==> src/rtl/filter_pkg.sv <==
// Shared types and sizes for the filterGPU host loader: lane/vector geometry
// and the loader state encoding.
package filter_pkg;

    localparam int LANE_W     = 18;
    localparam int LANES      = 3;
    localparam int ADDR_W     = 10;
    localparam int LANE_CNT_W = 2;

    localparam logic [LANE_CNT_W-1:0] LAST_LANE = LANE_CNT_W'(LANES - 1);

    typedef logic [LANES-1:0][LANE_W-1:0] vec_t;

    typedef enum logic [1:0] {
        IDLE = 2'd0,
        LOAD = 2'd1,
        RUN  = 2'd2,
        DUMP = 2'd3
    } ldr_state_t;

endpackage

==> src/rtl/gpu_frame_loader_if.sv <==
// Bundle of every loader signal except clock/reset. master = the loader,
// slave = the surrounding host, GPU, memory and sink.
// Handshakes: a word moves on a rising clock edge where valid and ready are
// both high; a valid source holds its data stable until that edge.
interface gpu_frame_loader_if;
    import filter_pkg::*;

    logic              start;
    logic [LANE_W-1:0] in_data;
    logic              in_valid;
    logic              in_ready;
    logic [31:0]       gpu_pc;
    logic              gpu_rst;
    logic              mem_we;
    logic [ADDR_W-1:0] mem_addr;
    vec_t              mem_wdata;
    vec_t              mem_rdata;
    logic [LANE_W-1:0] out_data;
    logic              out_valid;
    logic              out_ready;
    logic              busy;
    logic              done;
    logic              timeout;
    ldr_state_t        dbg_state;

    modport master (
        input  start, in_data, in_valid, gpu_pc, mem_rdata, out_ready,
        output in_ready, gpu_rst, mem_we, mem_addr, mem_wdata,
               out_data, out_valid, busy, done, timeout, dbg_state
    );

    modport slave (
        output start, in_data, in_valid, gpu_pc, mem_rdata, out_ready,
        input  in_ready, gpu_rst, mem_we, mem_addr, mem_wdata,
               out_data, out_valid, busy, done, timeout, dbg_state
    );

endinterface

==> src/rtl/vec_serializer.sv <==
// Holds one 3-lane vector and streams it out lane 0 first over valid/ready.
// A load replaces the vector and restarts at lane 0; the caller loads only when free.
module vec_serializer
    import filter_pkg::*;
(
    input  logic              clk,
    input  logic              rst,
    input  logic              load_i,
    input  vec_t              vec_i,
    input  logic              out_ready_i,
    output logic [LANE_W-1:0] out_data_o,
    output logic              out_valid_o,
    output logic              last_o,
    output logic              fire_o
);

    vec_t                  vec_q;
    logic [LANE_CNT_W-1:0] lane_q;
    logic                  valid_q;

    assign fire_o      = valid_q && out_ready_i;
    assign last_o      = (lane_q == LAST_LANE);
    assign out_valid_o = valid_q;
    assign out_data_o  = vec_q[lane_q];

    always_ff @(posedge clk or posedge rst) begin
        if (rst) begin
            vec_q   <= '0;
            lane_q  <= '0;
            valid_q <= 1'b0;
        end else if (load_i) begin
            vec_q   <= vec_i;
            lane_q  <= '0;
            valid_q <= 1'b1;
        end else if (fire_o) begin
            if (last_o) begin
                valid_q <= 1'b0;
            end else begin
                lane_q <= lane_q + LANE_CNT_W'(1);
            end
        end
    end

endmodule

==> src/rtl/gpu_frame_loader.sv <==
// Host-side DMA stage for filterGPU: packs host words into vectors, runs the
// GPU until HALT_PC or timeout, then streams the memory contents back out.
module gpu_frame_loader
    import filter_pkg::*;
#(
    parameter int          NUM_VEC = 1024,
    parameter logic [31:0] HALT_PC = 32'd400,
    parameter int          TIMEOUT = 2**20
) (
    input logic                CLK,
    input logic                RST,
    gpu_frame_loader_if.master bus
);

    localparam int                CYC_W    = (TIMEOUT > 1) ? $clog2(TIMEOUT) : 1;
    localparam logic [CYC_W-1:0]  LAST_CYC = CYC_W'(TIMEOUT - 1);
    localparam logic [ADDR_W-1:0] LAST_VEC = ADDR_W'(NUM_VEC - 1);

    ldr_state_t            state_q, state_d;
    logic [ADDR_W-1:0]     vec_cnt_q, vec_cnt_d;
    logic [LANE_CNT_W-1:0] lane_cnt_q, lane_cnt_d;
    vec_t                  ld_vec_q, ld_vec_d;
    logic [CYC_W-1:0]      cyc_q, cyc_d;
    logic                  timeout_q, timeout_d;
    logic                  mem_we_q, mem_we_d;
    logic [ADDR_W-1:0]     mem_addr_q, mem_addr_d;
    vec_t                  mem_wdata_q, mem_wdata_d;
    logic                  req_q, req_d;
    logic                  rv_q, rv_d;
    logic                  rd_done_q, rd_done_d;
    logic                  pf_valid_q, pf_valid_d;
    vec_t                  pf_q, pf_d;
    logic                  done_q, done_d;

    logic              in_ready;
    logic              in_fire;
    logic              ser_load;
    logic              ser_fire;
    logic              ser_last;
    logic              ser_valid;
    logic              ser_free;
    logic [LANE_W-1:0] ser_data;

    // The write cycle owns the memory port, so no new word is taken then.
    assign in_ready = (state_q == LOAD) && !mem_we_q;
    assign in_fire  = in_ready && bus.in_valid;
    assign ser_free = !ser_valid || (ser_fire && ser_last);

    always_comb begin
        state_d     = state_q;
        vec_cnt_d   = vec_cnt_q;
        lane_cnt_d  = lane_cnt_q;
        ld_vec_d    = ld_vec_q;
        cyc_d       = cyc_q;
        timeout_d   = timeout_q;
        mem_we_d    = 1'b0;
        mem_addr_d  = mem_addr_q;
        mem_wdata_d = mem_wdata_q;
        req_d       = 1'b0;
        rv_d        = req_q;
        rd_done_d   = rd_done_q;
        pf_valid_d  = pf_valid_q;
        pf_d        = pf_q;
        done_d      = 1'b0;
        ser_load    = 1'b0;

        unique case (state_q)
            IDLE: begin
                if (bus.start) begin
                    state_d    = LOAD;
                    vec_cnt_d  = '0;
                    lane_cnt_d = '0;
                    timeout_d  = 1'b0;
                end
            end

            LOAD: begin
                if (mem_we_q) begin
                    if (vec_cnt_q == LAST_VEC) begin
                        state_d = RUN;
                        cyc_d   = '0;
                    end else begin
                        vec_cnt_d = vec_cnt_q + ADDR_W'(1);
                    end
                end else if (in_fire) begin
                    if (lane_cnt_q == LAST_LANE) begin
                        mem_we_d    = 1'b1;
                        mem_addr_d  = vec_cnt_q;
                        mem_wdata_d = {bus.in_data, ld_vec_q[1], ld_vec_q[0]};
                        lane_cnt_d  = '0;
                    end else begin
                        ld_vec_d[lane_cnt_q] = bus.in_data;
                        lane_cnt_d           = lane_cnt_q + LANE_CNT_W'(1);
                    end
                end
            end

            RUN: begin
                // A halt in the same cycle as the timeout is a normal finish.
                if ((bus.gpu_pc == HALT_PC) || (cyc_q == LAST_CYC)) begin
                    state_d    = DUMP;
                    timeout_d  = (bus.gpu_pc != HALT_PC);
                    vec_cnt_d  = '0;
                    rd_done_d  = 1'b0;
                    pf_valid_d = 1'b0;
                end else begin
                    cyc_d = cyc_q + CYC_W'(1);
                end
            end

            DUMP: begin
                ser_load = pf_valid_q && ser_free;
                if (rv_q) begin
                    pf_d       = bus.mem_rdata;
                    pf_valid_d = 1'b1;
                end else if (ser_load) begin
                    pf_valid_d = 1'b0;
                end
                // One read in flight; issuing as the prefetch drains keeps 1 word/cycle.
                if (!rd_done_q && !req_q && !rv_q && (!pf_valid_q || ser_load)) begin
                    mem_addr_d = vec_cnt_q;
                    req_d      = 1'b1;
                    if (vec_cnt_q == LAST_VEC) begin
                        rd_done_d = 1'b1;
                    end else begin
                        vec_cnt_d = vec_cnt_q + ADDR_W'(1);
                    end
                end
                if (ser_fire && ser_last && rd_done_q && !req_q && !rv_q && !pf_valid_q) begin
                    done_d  = 1'b1;
                    state_d = IDLE;
                end
            end
        endcase
    end

    always_ff @(posedge CLK or posedge RST) begin
        if (RST) begin
            state_q     <= IDLE;
            vec_cnt_q   <= '0;
            lane_cnt_q  <= '0;
            ld_vec_q    <= '0;
            cyc_q       <= '0;
            timeout_q   <= 1'b0;
            mem_we_q    <= 1'b0;
            mem_addr_q  <= '0;
            mem_wdata_q <= '0;
            req_q       <= 1'b0;
            rv_q        <= 1'b0;
            rd_done_q   <= 1'b0;
            pf_valid_q  <= 1'b0;
            pf_q        <= '0;
            done_q      <= 1'b0;
        end else begin
            state_q     <= state_d;
            vec_cnt_q   <= vec_cnt_d;
            lane_cnt_q  <= lane_cnt_d;
            ld_vec_q    <= ld_vec_d;
            cyc_q       <= cyc_d;
            timeout_q   <= timeout_d;
            mem_we_q    <= mem_we_d;
            mem_addr_q  <= mem_addr_d;
            mem_wdata_q <= mem_wdata_d;
            req_q       <= req_d;
            rv_q        <= rv_d;
            rd_done_q   <= rd_done_d;
            pf_valid_q  <= pf_valid_d;
            pf_q        <= pf_d;
            done_q      <= done_d;
        end
    end

    vec_serializer u_ser (
        .clk         (CLK),
        .rst         (RST),
        .load_i      (ser_load),
        .vec_i       (pf_q),
        .out_ready_i (bus.out_ready),
        .out_data_o  (ser_data),
        .out_valid_o (ser_valid),
        .last_o      (ser_last),
        .fire_o      (ser_fire)
    );

    assign bus.in_ready  = in_ready;
    assign bus.gpu_rst   = (state_q != RUN);
    assign bus.mem_we    = mem_we_q;
    assign bus.mem_addr  = mem_addr_q;
    assign bus.mem_wdata = mem_wdata_q;
    assign bus.out_data  = ser_data;
    assign bus.out_valid = ser_valid;
    assign bus.busy      = (state_q != IDLE);
    assign bus.done      = done_q;
    assign bus.timeout   = timeout_q;
    assign bus.dbg_state = state_q;

endmodule

==> src/flat_wrapper.sv <==
// flat-port wrapper written by rule: the top's interface ports become plain ports
module gpu_frame_loader_flat import filter_pkg::*;
#(
    parameter int          NUM_VEC = 1024,
    parameter logic [31:0] HALT_PC = 32'd400,
    parameter int          TIMEOUT = 2**20
)
  (CLK, RST, bus_start, bus_in_data, bus_in_valid, bus_gpu_pc, bus_mem_rdata, bus_out_ready, bus_in_ready, bus_gpu_rst, bus_mem_we, bus_mem_addr, bus_mem_wdata, bus_out_data, bus_out_valid, bus_busy, bus_done, bus_timeout, bus_dbg_state);
  gpu_frame_loader_if bus_i ();
  input logic CLK;
  input logic RST;
  input wire logic [$bits(bus_i.start)-1:0] bus_start;
  input wire logic [$bits(bus_i.in_data)-1:0] bus_in_data;
  input wire logic [$bits(bus_i.in_valid)-1:0] bus_in_valid;
  input wire logic [$bits(bus_i.gpu_pc)-1:0] bus_gpu_pc;
  input wire logic [$bits(bus_i.mem_rdata)-1:0] bus_mem_rdata;
  input wire logic [$bits(bus_i.out_ready)-1:0] bus_out_ready;
  output wire logic [$bits(bus_i.in_ready)-1:0] bus_in_ready;
  output wire logic [$bits(bus_i.gpu_rst)-1:0] bus_gpu_rst;
  output wire logic [$bits(bus_i.mem_we)-1:0] bus_mem_we;
  output wire logic [$bits(bus_i.mem_addr)-1:0] bus_mem_addr;
  output wire logic [$bits(bus_i.mem_wdata)-1:0] bus_mem_wdata;
  output wire logic [$bits(bus_i.out_data)-1:0] bus_out_data;
  output wire logic [$bits(bus_i.out_valid)-1:0] bus_out_valid;
  output wire logic [$bits(bus_i.busy)-1:0] bus_busy;
  output wire logic [$bits(bus_i.done)-1:0] bus_done;
  output wire logic [$bits(bus_i.timeout)-1:0] bus_timeout;
  output wire logic [$bits(bus_i.dbg_state)-1:0] bus_dbg_state;
  assign bus_i.start = bus_start;
  assign bus_i.in_data = bus_in_data;
  assign bus_i.in_valid = bus_in_valid;
  assign bus_i.gpu_pc = bus_gpu_pc;
  assign bus_i.mem_rdata = bus_mem_rdata;
  assign bus_i.out_ready = bus_out_ready;
  assign bus_in_ready = bus_i.in_ready;
  assign bus_gpu_rst = bus_i.gpu_rst;
  assign bus_mem_we = bus_i.mem_we;
  assign bus_mem_addr = bus_i.mem_addr;
  assign bus_mem_wdata = bus_i.mem_wdata;
  assign bus_out_data = bus_i.out_data;
  assign bus_out_valid = bus_i.out_valid;
  assign bus_busy = bus_i.busy;
  assign bus_done = bus_i.done;
  assign bus_timeout = bus_i.timeout;
  assign bus_dbg_state = bus_i.dbg_state;
  gpu_frame_loader #(.NUM_VEC(NUM_VEC), .HALT_PC(HALT_PC), .TIMEOUT(TIMEOUT)) u_core (.CLK(CLK), .RST(RST), .bus(bus_i));
endmodule
==> config.mk <==
export PLATFORM = sky130hd
export DESIGN_NAME = gpu_frame_loader_flat
export DESIGN_NICKNAME = d
export VERILOG_FILES = /design/src/rtl/filter_pkg.sv /design/src/rtl/gpu_frame_loader_if.sv /design/src/rtl/vec_serializer.sv /design/src/rtl/gpu_frame_loader.sv /design/src/flat_wrapper.sv
export SDC_FILE = /design/constraint.sdc
export NUM_CORES = 1
export LEC_CHECK = 0
export BUFFER_PORTS_ARGS = -buffer_cell sky130_fd_sc_hd__buf_2
export CAP_MARGIN = 10
export CORE_UTILIZATION = 40
export DETAILED_ROUTE_END_ITERATION = 6
export RECOVER_POWER = 50
export SLEW_MARGIN = 10
export SYNTH_ARGS = -nofsm -noshare
export SYNTH_HDL_FRONTEND = slang
export SYNTH_SLANG_ARGS = --single-unit
==> constraint.sdc <==
create_clock -name CLK -period 14.9 [get_ports CLK]
set_clock_uncertainty 0.05 [all_clocks]
set_input_delay 1.49 -clock CLK [delete_from_list [all_inputs] [get_ports CLK]]
set_output_delay 1.49 -clock CLK [all_outputs]
set_load 0.01 [all_outputs]
==> results of run 1 <==
[metrics by stage]
stage                     util, %  hold slack (ns)
after CTS                    49.6            0.395
final                        49.1            0.395
after floorplan                 -            0.343
after detailed placement     45.9            0.381
after global placement       45.9            0.377
after global routing         49.1            0.416
[power breakdown]
part / switching (mW) / internal, mW
registers: 0.0877 / 0.834
clock network: 0.266 / 0.434
logic: 0.204 / 0.209
[sequential cells by signal (all words and copies together) (netlist names)]
name,count
u_core.rv_q,1
u_core.pf_q,54
u_core.req_q,1
u_core.pf_valid_q,1
u_core.lane_cnt_q,2
u_core.u_ser.lane_q,2
u_core.u_ser.vec_q,54
u_core.bus.timeout,1
u_core.cyc_q,20
u_core.bus.done,1
u_core.bus.dbg_state,2
u_core.bus.mem_we,1
u_core.u_ser.out_valid_o,1
u_core.rd_done_q,1
u_core.ld_vec_q,36
u_core.bus.mem_wdata,54
u_core.vec_cnt_q,10
u_core.bus.mem_addr,10
[worst register-to-register path: stages, from the launching register on]
cell	delay [ns]
dfrtp_1	0.43
inv_1	0.10
ha_1	0.25
nor2b_1	0.32
nand2_1	0.22
nor3b_2	0.24
clkbuf_1	2.21
mux2_2	0.54
[cells in the final DEF, fill, tap and decap left out, types with 4 or more instances in the layout]
cell type  netlist  final
a22o_1           4      4
mux2i_1         31     31
o22ai_1         13     13
buf_2           11    129
o21ai_0         18     18
nor4b_1          7      7
nand4_1          9      9
nor4_1           9      9
ha_1             7      7
or4_1            4      4
dfrtp_1        252    252
o21ai_1         10     10
nor2b_1          4      4
clkbuf_1        21     81
a21oi_1          8      8
mux2_2         209    209
o41ai_2          4      4
and3_1           5      5
clkbuf_16        0     29
inv_1           11     10
clkinv_2         0      5
nand3_1         16     16
nand2_1         60     60
nor2_1          22     21
clkbuf_8         0      9
[per-layer routing]
layer | GRT usage (%) | wire [um] | up-vias
li1 | - | - | 3234
met1 | 22.5 | 9970 | 3401
met2 | 27.0 | 10500 | 160
met3 | 4.12 | 1320 | 40
met4 | 4.46 | 440 | 8
met5 | 0 | 55 | -
[area by class of cell]
class / instances / area, um^2 / share of cell area, %
inverters: 12 / 46.3 / 0.362
clock inverters: 7 / 85.1 / 0.665
repair buffers: 206 / 946 / 7.40
flip-flops and latches: 252 / 6310 / 49.3
multi-input cells: 480 / 4110 / 32.1
well taps: 335 / 419 / 3.28
clock buffers: 45 / 876 / 6.85
[worst max-delay path by stage]
| stage | from | slack [ns] | endpoint |
|---|---|---|---|
| after global routing | RST | 5.74 | u_core.u_ser.vec_q[21] |
| after CTS | u_core.u_ser.lane_q[0] | 10.64 | bus_out_data[11] |
| after floorplan | RST | 6.43 | u_core.bus.dbg_state[0] |
| after global placement | RST | 10.77 | u_core.pf_q[19] |
| after detailed placement | RST | 10.79 | u_core.pf_q[21] |
| final | RST | 7.33 | u_core.u_ser.vec_q[18] |
[logic make-up (layout without fill, tap and decap cells)]
logic type               Yosys count  in the layout  synth area share, %
flip-flops                       252            252                 59.4
XOR/XNOR                           1              1               0.0825
AO/OA/AOI/OAI                     78             78                 5.36
AND/OR/NAND/NOR                  153            153                 7.30
buffers and inverters             47            270                 1.90
multiplexers                     241            241                 25.2
adder cells (fa/ha/maj)            7              7                0.824
==> summary.md, run 1 <==
| Metric | Value |
|---|---|
| Slowest CP cell | clkinvlp_2 |
| RR Startpoint | u_core.bus.dbg_state[1] |
| Post-Layout Cell Count | 1337 |
| Slew margin rel. | -253% |
| Drt pass-1 iters | 4 |
| Synth area leader | dfrtp_1 |
| Buffers & Inverters on Critical Path | 4 |
| Hold path start | u_core.req_q |
| Period utilization | 50.8% |
| Average cell area after synthesis | 13.6 um^2 |
| Final number of max-transition violations | 311 |
| Synth top area cells | dfrtp_1 59%, mux2_2 22%, mux2i_1 2.9% |
| Leakage Power | 5.95 nW |
| Total grt overflow | 0 |
| R2R Path End | u_core.bus.mem_wdata[20] |
| Share of cells above drive strength 1 | 40.1% |
| # hold bufs at CTS | 0 |
| Yosys top cell area share | 59.4% |
| Initial core utilization | 40.8% |
| Failing checks | max-capacitance violations, max-slew violations |
| Remaining antenna violation count after routing | 0 |
| FFs w/ async S/R, synth | 100% |
| Worst VDD drop | 0.104 mV |
| Crit path depth | 4 |
| Core Footprint | 26100 um^2 |
| P per Cell Area | 159 nW/um^2 |
| Boundary Pins | 200 |
| Worst slew pin tran | 5.27 ns |
| CTS max path bufs | 3 |
| Total Power | 2.04 mW |
| EDFF count, synth | 0 |
| # port buffers | 199 |
| Worst-Skew Late Latency | 0.53 ns |
| Sequential area share after synthesis | 59.4% |
| Place WS | 10.79 ns |
| Cell area after layout | 12800 um^2 |
| Initial antenna violation count | 4 |
| Crit. End Element | async pin |
| Hold endpoint | u_core.rv_q |
| Crit path max fanout | 121 |
| Reg2Reg Setup Slack | 10.42 ns |
| YS warnings | 0 |
| Vias in the first global route | 6817 |
| DR iter-0 viols | 282 |
| RD Place Congestion | 0.769 |
| Fin crit period | 7.57 ns |
| Area grow syn2layout | 20.4% |
| DRC | 0 |
| Nets@finish | 1096 |
| Filler cells | 2333 |
| Die ar. | 27200 um^2 |
| DR WL/cell | 16.7 um |
| Setup bufs post-CTS | 0 |
| Reg2Reg Depth | 7 |
| CP Class | in -> async |
| RSZ-0062 raised after global routing | no |
| Fmax | 0.132 GHz |
| CTS buffer count | 28 |
| Top-count cell post-synth | dfrtp_1 |
| Clock slew at reported path FFs | 0.06 ns |
| Final TNS setup | 0 ns |
| Row count | 59 |
| CTS root buf | clkbuf_16 |
| Via count | 6843 |
| Die X | 165 um |
| Distinct cells, synth | 55 |
| Number of max-cap violations | 5 |
| Vias/cell | 5.12 |
| Global Route Usage Sum | 16.7% |
| Primary FF master, synth | dfrtp_1 |
| Synth Cell Area | 10600 um^2 |
| CP delay by family, top | buffers and inverters |
| H-tree depth | 1 |
| Total clock sinks | 252 |
| Placed Cells | 1285 |
| Antenna cells | 0 |
| Seq cells post-synth | 252 |
| HPWL after DPL | 14.8 mm |
| Worst setup SP type | primary input |
| Mapped Nets | 895 |
| Fin. Hold Viols | 0 |
| Worst path cell trace | buf_2 > clkinvlp_2 > clkbuf_1 > buf_4 |
| Global-route wire length before repair | 36.2 mm |
| CTS resizes | 0 |
| Placed Area | 12000 um^2 |
| Synth Instances | 779 |
| Status | finished with violations |
| WP data arrival | 8.05 ns |
| Chip height | 165 um |
| Top cells by count, synth | 252 x dfrtp_1, 209 x mux2_2, 60 x nand2_1 |
| Largest net degree at the start of global routing | 122 |
| Final WL | 22.3 mm |
| Critical Path Max Stage Delay | 2.93 ns |
| Worst Path Required | 15.39 ns |
| Hold Path Depth | 0 |
| Setup violators final | 0 |
| Setup ws final | 7.33 ns |
| CTS tree | done |
| Worst Hold Class | reg -> reg |
Note: power is estimated with default switching activity, not from simulation.
==> run 2, diff against run 1 <==
--- a/config.mk
+++ b/config.mk
@@ -5,6 +5,7 @@
 export SDC_FILE = /design/constraint.sdc
 export NUM_CORES = 1
 export LEC_CHECK = 0
+export ABC_AREA = 1
 export BUFFER_PORTS_ARGS = -buffer_cell sky130_fd_sc_hd__buf_2
 export CAP_MARGIN = 10
 export CORE_UTILIZATION = 40
==> constraint.sdc (replaced) <==
create_clock -name CLK -period 7.72 [get_ports CLK]
set_clock_uncertainty 0.05 [all_clocks]
set_input_delay 0.772 -clock CLK [delete_from_list [all_inputs] [get_ports CLK]]
set_output_delay 0.772 -clock CLK [all_outputs]
set_load 0.01 [all_outputs]
==> run 2 against run 1 <==
Effect of this change: the run still ends with max-capacitance violations, max-slew violations left; combinational power increased to 3.0 times the previous value; global-route usage increased by 1.8 points; final cell count increased by 39%; first-iteration DRC count increased by 70%; clock-buffer cell count decreased by 2; synthesized cell count increased by 68%; power increased by 120%; die area increased by 4.1%; non-clock buffer count decreased by 2; critical path type unchanged; highest routed layer is now met4.
==> summary.md, run 2 <==
| Metric | Value |
|---|---|
| Nets@finish | 1608 |
| Placed Cells | 1803 |
| Seq pwr share | 43.3% |
| Synth top area cells | dfrtp_1 57%, nand2_1 19%, o21ai_0 3.9% |
| Synth Instances | 1311 |
| Reg2Reg Setup Slack | 3.66 ns |
| Worst VDD drop | 0.184 mV |
| Chip height | 168 um |
| Final WL | 25.7 mm |
| Worst-Skew Late Latency | 0.54 ns |
| Worst Hold Class | reg -> reg |
| RSZ-0062 raised after global routing | no |
| P_sw | 1.58 mW |
| Fin crit period | 4.81 ns |
| Global Route Usage Sum | 18.6% |
| Average cell area after synthesis | 8.44 um^2 |
| Worst setup SP type | primary input |
| Yosys top cell area share | 57.0% |
| Synth area leader | dfrtp_1 |
| Post-Layout Cell Count | 1855 |
| Worst slew pin tran | 3.43 ns |
| Int Pwr | 2.99 mW |
| CTS resizes | 0 |
| Setup bufs post-CTS | 0 |
| Primary FF master, synth | dfrtp_1 |
| HPWL after DPL | 16.9 mm |
| EDFF count, synth | 0 |
| Area grow syn2layout | 18.7% |
| Crit path max fanout | 139 |
| Drt pass-1 iters | 4 |
| Crit. End Element | async pin |
| FFs w/ async S/R, synth | 100% |
| Via count | 8883 |
| Clock slew at reported path FFs | 0.06 ns |
| Total Power | 4.57 mW |
| RD Place Congestion | 0.843 |
| Number of max-cap violations | 2 |
| DR iter-0 viols | 479 |
| CTS max path bufs | 3 |
| Leakage Power | 6.65 nW |
| Total clock sinks | 252 |
| P per Cell Area | 348 nW/um^2 |
| Synth Cell Area | 11100 um^2 |
| Global-route wire length before repair | 43.4 mm |
| Top cells by count, synth | 559 x nand2_1, 252 x dfrtp_1, 98 x inv_1 |
| Seq cells post-synth | 252 |
| YS warnings | 0 |
| Total grt overflow | 0 |
| Finished Core Util | 48.6% |
| CTS buffer count | 28 |
| Die ar. | 28300 um^2 |
| Clock power frac | 29.3% |
| Placed Area | 12300 um^2 |
| WP data arrival | 4.62 ns |
| Hold Slack | 0.356 ns |
| Boundary Pins | 200 |
| Final number of max-transition violations | 182 |
| Distinct cells, synth | 34 |
| Combinational group share of total power | 27.4% |
| # port buffers | 199 |
| Share of cells above drive strength 1 | 15.1% |
| Setup ws final | 2.91 ns |
| Sequential area share after synthesis | 57.0% |
| Adder-cell share of the synthesized area | 0.791% |
| Final TNS setup | 0 ns |
| Largest net degree at the start of global routing | 140 |
| Multi-input logic area | 4120 um^2 |
| Remaining antenna violation count after routing | 0 |
| Simple-Gate Fraction of Synth Area | 26.2% |
| Place WS | 3.60 ns |
| Initial core utilization | 40.9% |
| Worst Path Required | 7.54 ns |
| Filler cells | 2698 |
| H-tree depth | 1 |
| Vias/cell | 4.79 |
| Sequential Area | 6310 um^2 |
| CP Class | in -> async |
| Setup violators final | 0 |
| DRC | 0 |
| Cell area after layout | 13100 um^2 |
| Initial antenna violation count | 1 |
| Die X | 168 um |
| Failing checks | max-capacitance violations, max-slew violations |
| Multiplexer share of the synthesized area | 3.46% |
| Largest family of logic cells by synthesized area | simple AND/OR/NAND/NOR gates |
| Fin. Hold Viols | 0 |
| Fmax | 0.208 GHz |
| Slew margin rel. | -129% |
| DR WL/cell | 13.8 um |
| Compound-Gate Fraction of Synth Area | 6.21% |
| Mapped Nets | 1427 |
| Period utilization | 62.3% |
| Switching Fraction | 34.6% |
| Top-count cell post-synth | nand2_1 |
| Core Footprint | 27000 um^2 |
| CTS root buf | clkbuf_16 |
| XOR/XNOR Fraction of Synth Area | 0.712% |
| # hold bufs at CTS | 0 |
| Vias in the first global route | 8618 |
| Commonest cells after routing, fill and taps aside | 561 x nand2_1, 252 x dfrtp_1, 129 x buf_2 |
| Status | finished with violations |
| Most common cell after layout, fill and taps aside | nand2_1 |
| Row count | 60 |
| CTS tree | done |
run 2: changes by cell type after synthesis, sizes merged, moves of 35 or more:
cell   previous run  this run
nand3            16        51
mux2            210        34
nand2            60       564
nor2             23        95
o21ai            28        96
inv              11       101
run 2: kinds of logic after synthesis:
group,Yosys count
DFF,252
adders and majority gates,7
AOI/OAI and AO/OA,125
buffers and inverters,155
and+or+nand+nor,729
xor gates and xnor gates,9
muxes,34
run 2: critical path, cell delays in order:
cell and delay [ns]:
buf_2 0.10, clkinvlp_2 1.07, clkbuf_2 2.50
run 2: worst paths after layout:
check                                  startpoint                      to  cells after the start
hold reg to reg                      u_core.req_q             u_core.rv_q                      0
min in group asynchronous                     RST         u_core.bus.done                      2
setup reg to reg           u_core.u_ser.lane_q[0]  u_core.u_ser.lane_q[1]                      9
setup / recovery                              RST         u_core.pf_q[21]                      3
max in group CLK           u_core.u_ser.lane_q[0]  u_core.u_ser.lane_q[1]                      9
hold / removal                       u_core.req_q             u_core.rv_q                      0
run 2: power by group through the flow:
stage / clock (mW) / sequential (mW) / combinational, mW
floorplan: 0 / 1.99 / 0.864
finish: 1.34 / 1.98 / 1.25
CTS: 1.38 / 1.98 / 1.32
global route: 1.42 / 2.04 / 1.44
detailed placement: 0 / 1.99 / 1.32
global placement: 0 / 1.99 / 1.29
run 2: per-layer routing:
metal / vias up / part of all wire [%] / GRT usage, % / routed length [um]
li1: 4462 / - / - / -
met1: 4192 / 47 / 25.4 / 12000
met2: 192 / 45 / 30.0 / 11700
met3: 37 / 5.5 / 3.97 / 1420
met4: 0 / 2.2 / 4.86 / 561
met5: - / 0 / 0 / 0
run 2: cell type report:
type                    count  area share (%)
well taps                 341            3.25
clock inverters             8           0.676
diodes                      1          0.0190
multi-input cells         904            31.4
clock buffers              43            6.60
repair buffers            204            7.18
inverters                 102            2.92
flip-flops and latches    252            48.0
==> run 3, diff against run 2 <==
==> constraint.sdc (replaced) <==
create_clock -name CLK -period 4.5 [get_ports CLK]
set_clock_uncertainty 0.05 [all_clocks]
set_input_delay 0.45 -clock CLK [delete_from_list [all_inputs] [get_ports CLK]]
set_output_delay 0.45 -clock CLK [all_outputs]
set_load 0.01 [all_outputs]
==> run 3 against run 2 <==
Effect of this change: the flow still finishes with violations (max-capacitance violations, max-slew violations); critical path depth grew 2; first-iteration DRC count up 11%; sequential cell count unchanged; power up 75%; sequential share of layout area is 0.44 points lower; global-route usage rose by 0.67 points; critical path type is now reg -> out; critical endpoint is now bus_out_data[7].
==> summary.md, run 3 (same netlist as run 2, synthesis figures left out) <==
| Metric | Value |
|---|---|
| Status | finished with violations |
| Failing checks | max-capacitance violations, max-slew violations |
| Remaining antenna violation count after routing | 0 |
| Clock power frac | 30.3% |
| Place WS | 1.64 ns |
| Via count | 8962 |
| Leakage Power | 6.80 nW |
| Initial core utilization | 40.9% |
| Clock slew at reported path FFs | 0.06 ns |
| Critical Path Max Stage Delay | 0.58 ns |
| Combinational group share of total power | 27.4% |
| Worst Hold Class | in -> async |
| P_sw | 2.70 mW |
| # hold bufs at CTS | 0 |
| Period utilization | 69.3% |
| Crit path max fanout | 23 |
| Post-Layout Cell Count | 1855 |
| Final number of max-transition violations | 117 |
| Reg2Reg Depth | 11 |
| Global Route Usage Sum | 19.2% |
| Die ar. | 28300 um^2 |
| DR iter-0 viols | 534 |
| CTS buffer count | 28 |
| CTS resizes | 0 |
| Die X | 168 um |
| Reg2Reg Setup Slack | 1.66 ns |
| # port buffers | 199 |
| Fin. Hold Viols | 0 |
| Crit. End Element | primary output |
| Final WL | 26.4 mm |
| Slowest CP cell | dfrtp_1 |
| Row count | 60 |
| Placed Cells | 1805 |
| RD Place Congestion | 0.826 |
| Drt pass-1 iters | 5 |
| Worst path cell trace | inv_1 > buf_4 > nand2_1 > o22ai_1 > buf_2 |
| Vias/cell | 4.83 |
| P per Cell Area | 604 nW/um^2 |
| Setup bufs post-CTS | 0 |
| Filler cells | 2641 |
| Total clock sinks | 252 |
| CTS root buf | clkbuf_16 |
| Chip height | 168 um |
| DR WL/cell | 14.2 um |
| Worst Path Required | 4.00 ns |
| CTS tree | done |
| Worst slew pin tran | 2.90 ns |
| Nets@finish | 1610 |
| DRC | 0 |
| CTS max path bufs | 3 |
| HPWL after DPL | 17.2 mm |
| Setup violators final | 0 |
| R2R Path End | u_core.vec_cnt_q[1] |
| Int Pwr | 5.31 mW |
| Worst VDD drop | 0.282 mV |
| Global-route wire length before repair | 44.8 mm |
| Fmax | 0.321 GHz |
| Number of max-cap violations | 1 |
| Switching Fraction | 33.7% |
| Total Power | 8.01 mW |
| Slew margin rel. | -93.5% |
| Commonest cells after routing, fill and taps aside | 559 x nand2_1, 252 x dfrtp_1, 155 x buf_2 |
| Fin crit period | 3.12 ns |
| WP data arrival | 2.62 ns |
| Seq pwr share | 42.3% |
| Final TNS setup | 0 ns |
| Most common cell after layout, fill and taps aside | nand2_1 |
| RSZ-0062 raised after global routing | no |
| Boundary Pins | 200 |
| Worst-Skew Late Latency | 0.53 ns |
| CP Class | reg -> out |
| Core Footprint | 27000 um^2 |
| Worst setup SP type | register |
| H-tree depth | 1 |
| Total grt overflow | 0 |
| Setup ws final | 1.38 ns |
| RR Startpoint | u_core.u_ser.lane_q[0] |
| Largest net degree at the start of global routing | 137 |
| Initial antenna violation count | 1 |
| Share of cells above drive strength 1 | 17.2% |
| Area grow syn2layout | 19.8% |
| Vias in the first global route | 9088 |
## run 3: power by group through the flow
stage               clock (mW)  sequential (mW)  combinational, mW
floorplan                    0             3.41               1.48
global route              2.57             3.48               2.53
finish                    2.42             3.39               2.19
detailed placement           0             3.41               2.26
CTS                       2.50             3.39               2.27
global placement             0             3.40               2.22
## run 3: critical path, delay by kind of cell (launching register included)
kind / cells / cell delay, ns
buffers and inverters: 3 / 0.64
DFF: 1 / 0.58
and+or+nand+nor: 1 / 0.48
AOI/OAI and AO/OA: 1 / 0.38
## run 3: worst max path at each step
| stage | slack [ns] | cells after the start | start | to |
|---|---|---|---|---|
| final | 1.38 | 5 | u_core.u_ser.lane_q[0] | bus_out_data[7] |
| after global routing | 1.02 | 3 | RST | u_core.ld_vec_q[2] |
| after CTS | 1.27 | 5 | u_core.u_ser.lane_q[0] | bus_out_data[7] |
| after detailed placement | 1.64 | 11 | u_core.u_ser.lane_q[0] | u_core.vec_cnt_q[1] |
| after global placement | 1.78 | 11 | u_core.u_ser.lane_q[0] | u_core.vec_cnt_q[7] |
| after floorplan | 0.68 | 1 | RST | u_core.bus.dbg_state[0] |
## run 3: stage by stage
step	util, %	hold WS (ns)	cell area [um^2]
after floorplan	-	0.326	11100
after global routing	49.1	0.0485	13300
after global placement	45.7	0.339	12300
after CTS	49.3	0.0339	13300
final	49.1	0.0592	13300
after detailed placement	45.7	0.348	12300
## run 3: cell type report
type / instances / area, um^2 / share of cell area (%)
Sequential cell: 252 / 6310 / 47.6
Clock buffer: 41 / 851 / 6.42
Tap cell: 341 / 427 / 3.22
Timing Repair Buffer: 206 / 1000 / 7.57
Multi-Input combinational cell: 904 / 4150 / 31.3
Clock inverter: 8 / 140 / 1.06
Inverter: 102 / 384 / 2.90
Antenna cell: 1 / 2.50 / 0.0189
## run 3: layer usage
metal	vias up	track usage (%)	part of all wire, %
li1	4466	-	-
met1	4248	25.6	46
met2	197	31.3	46
met3	51	4.35	5.8
met4	0	6.05	2.8
met5	-	0	0
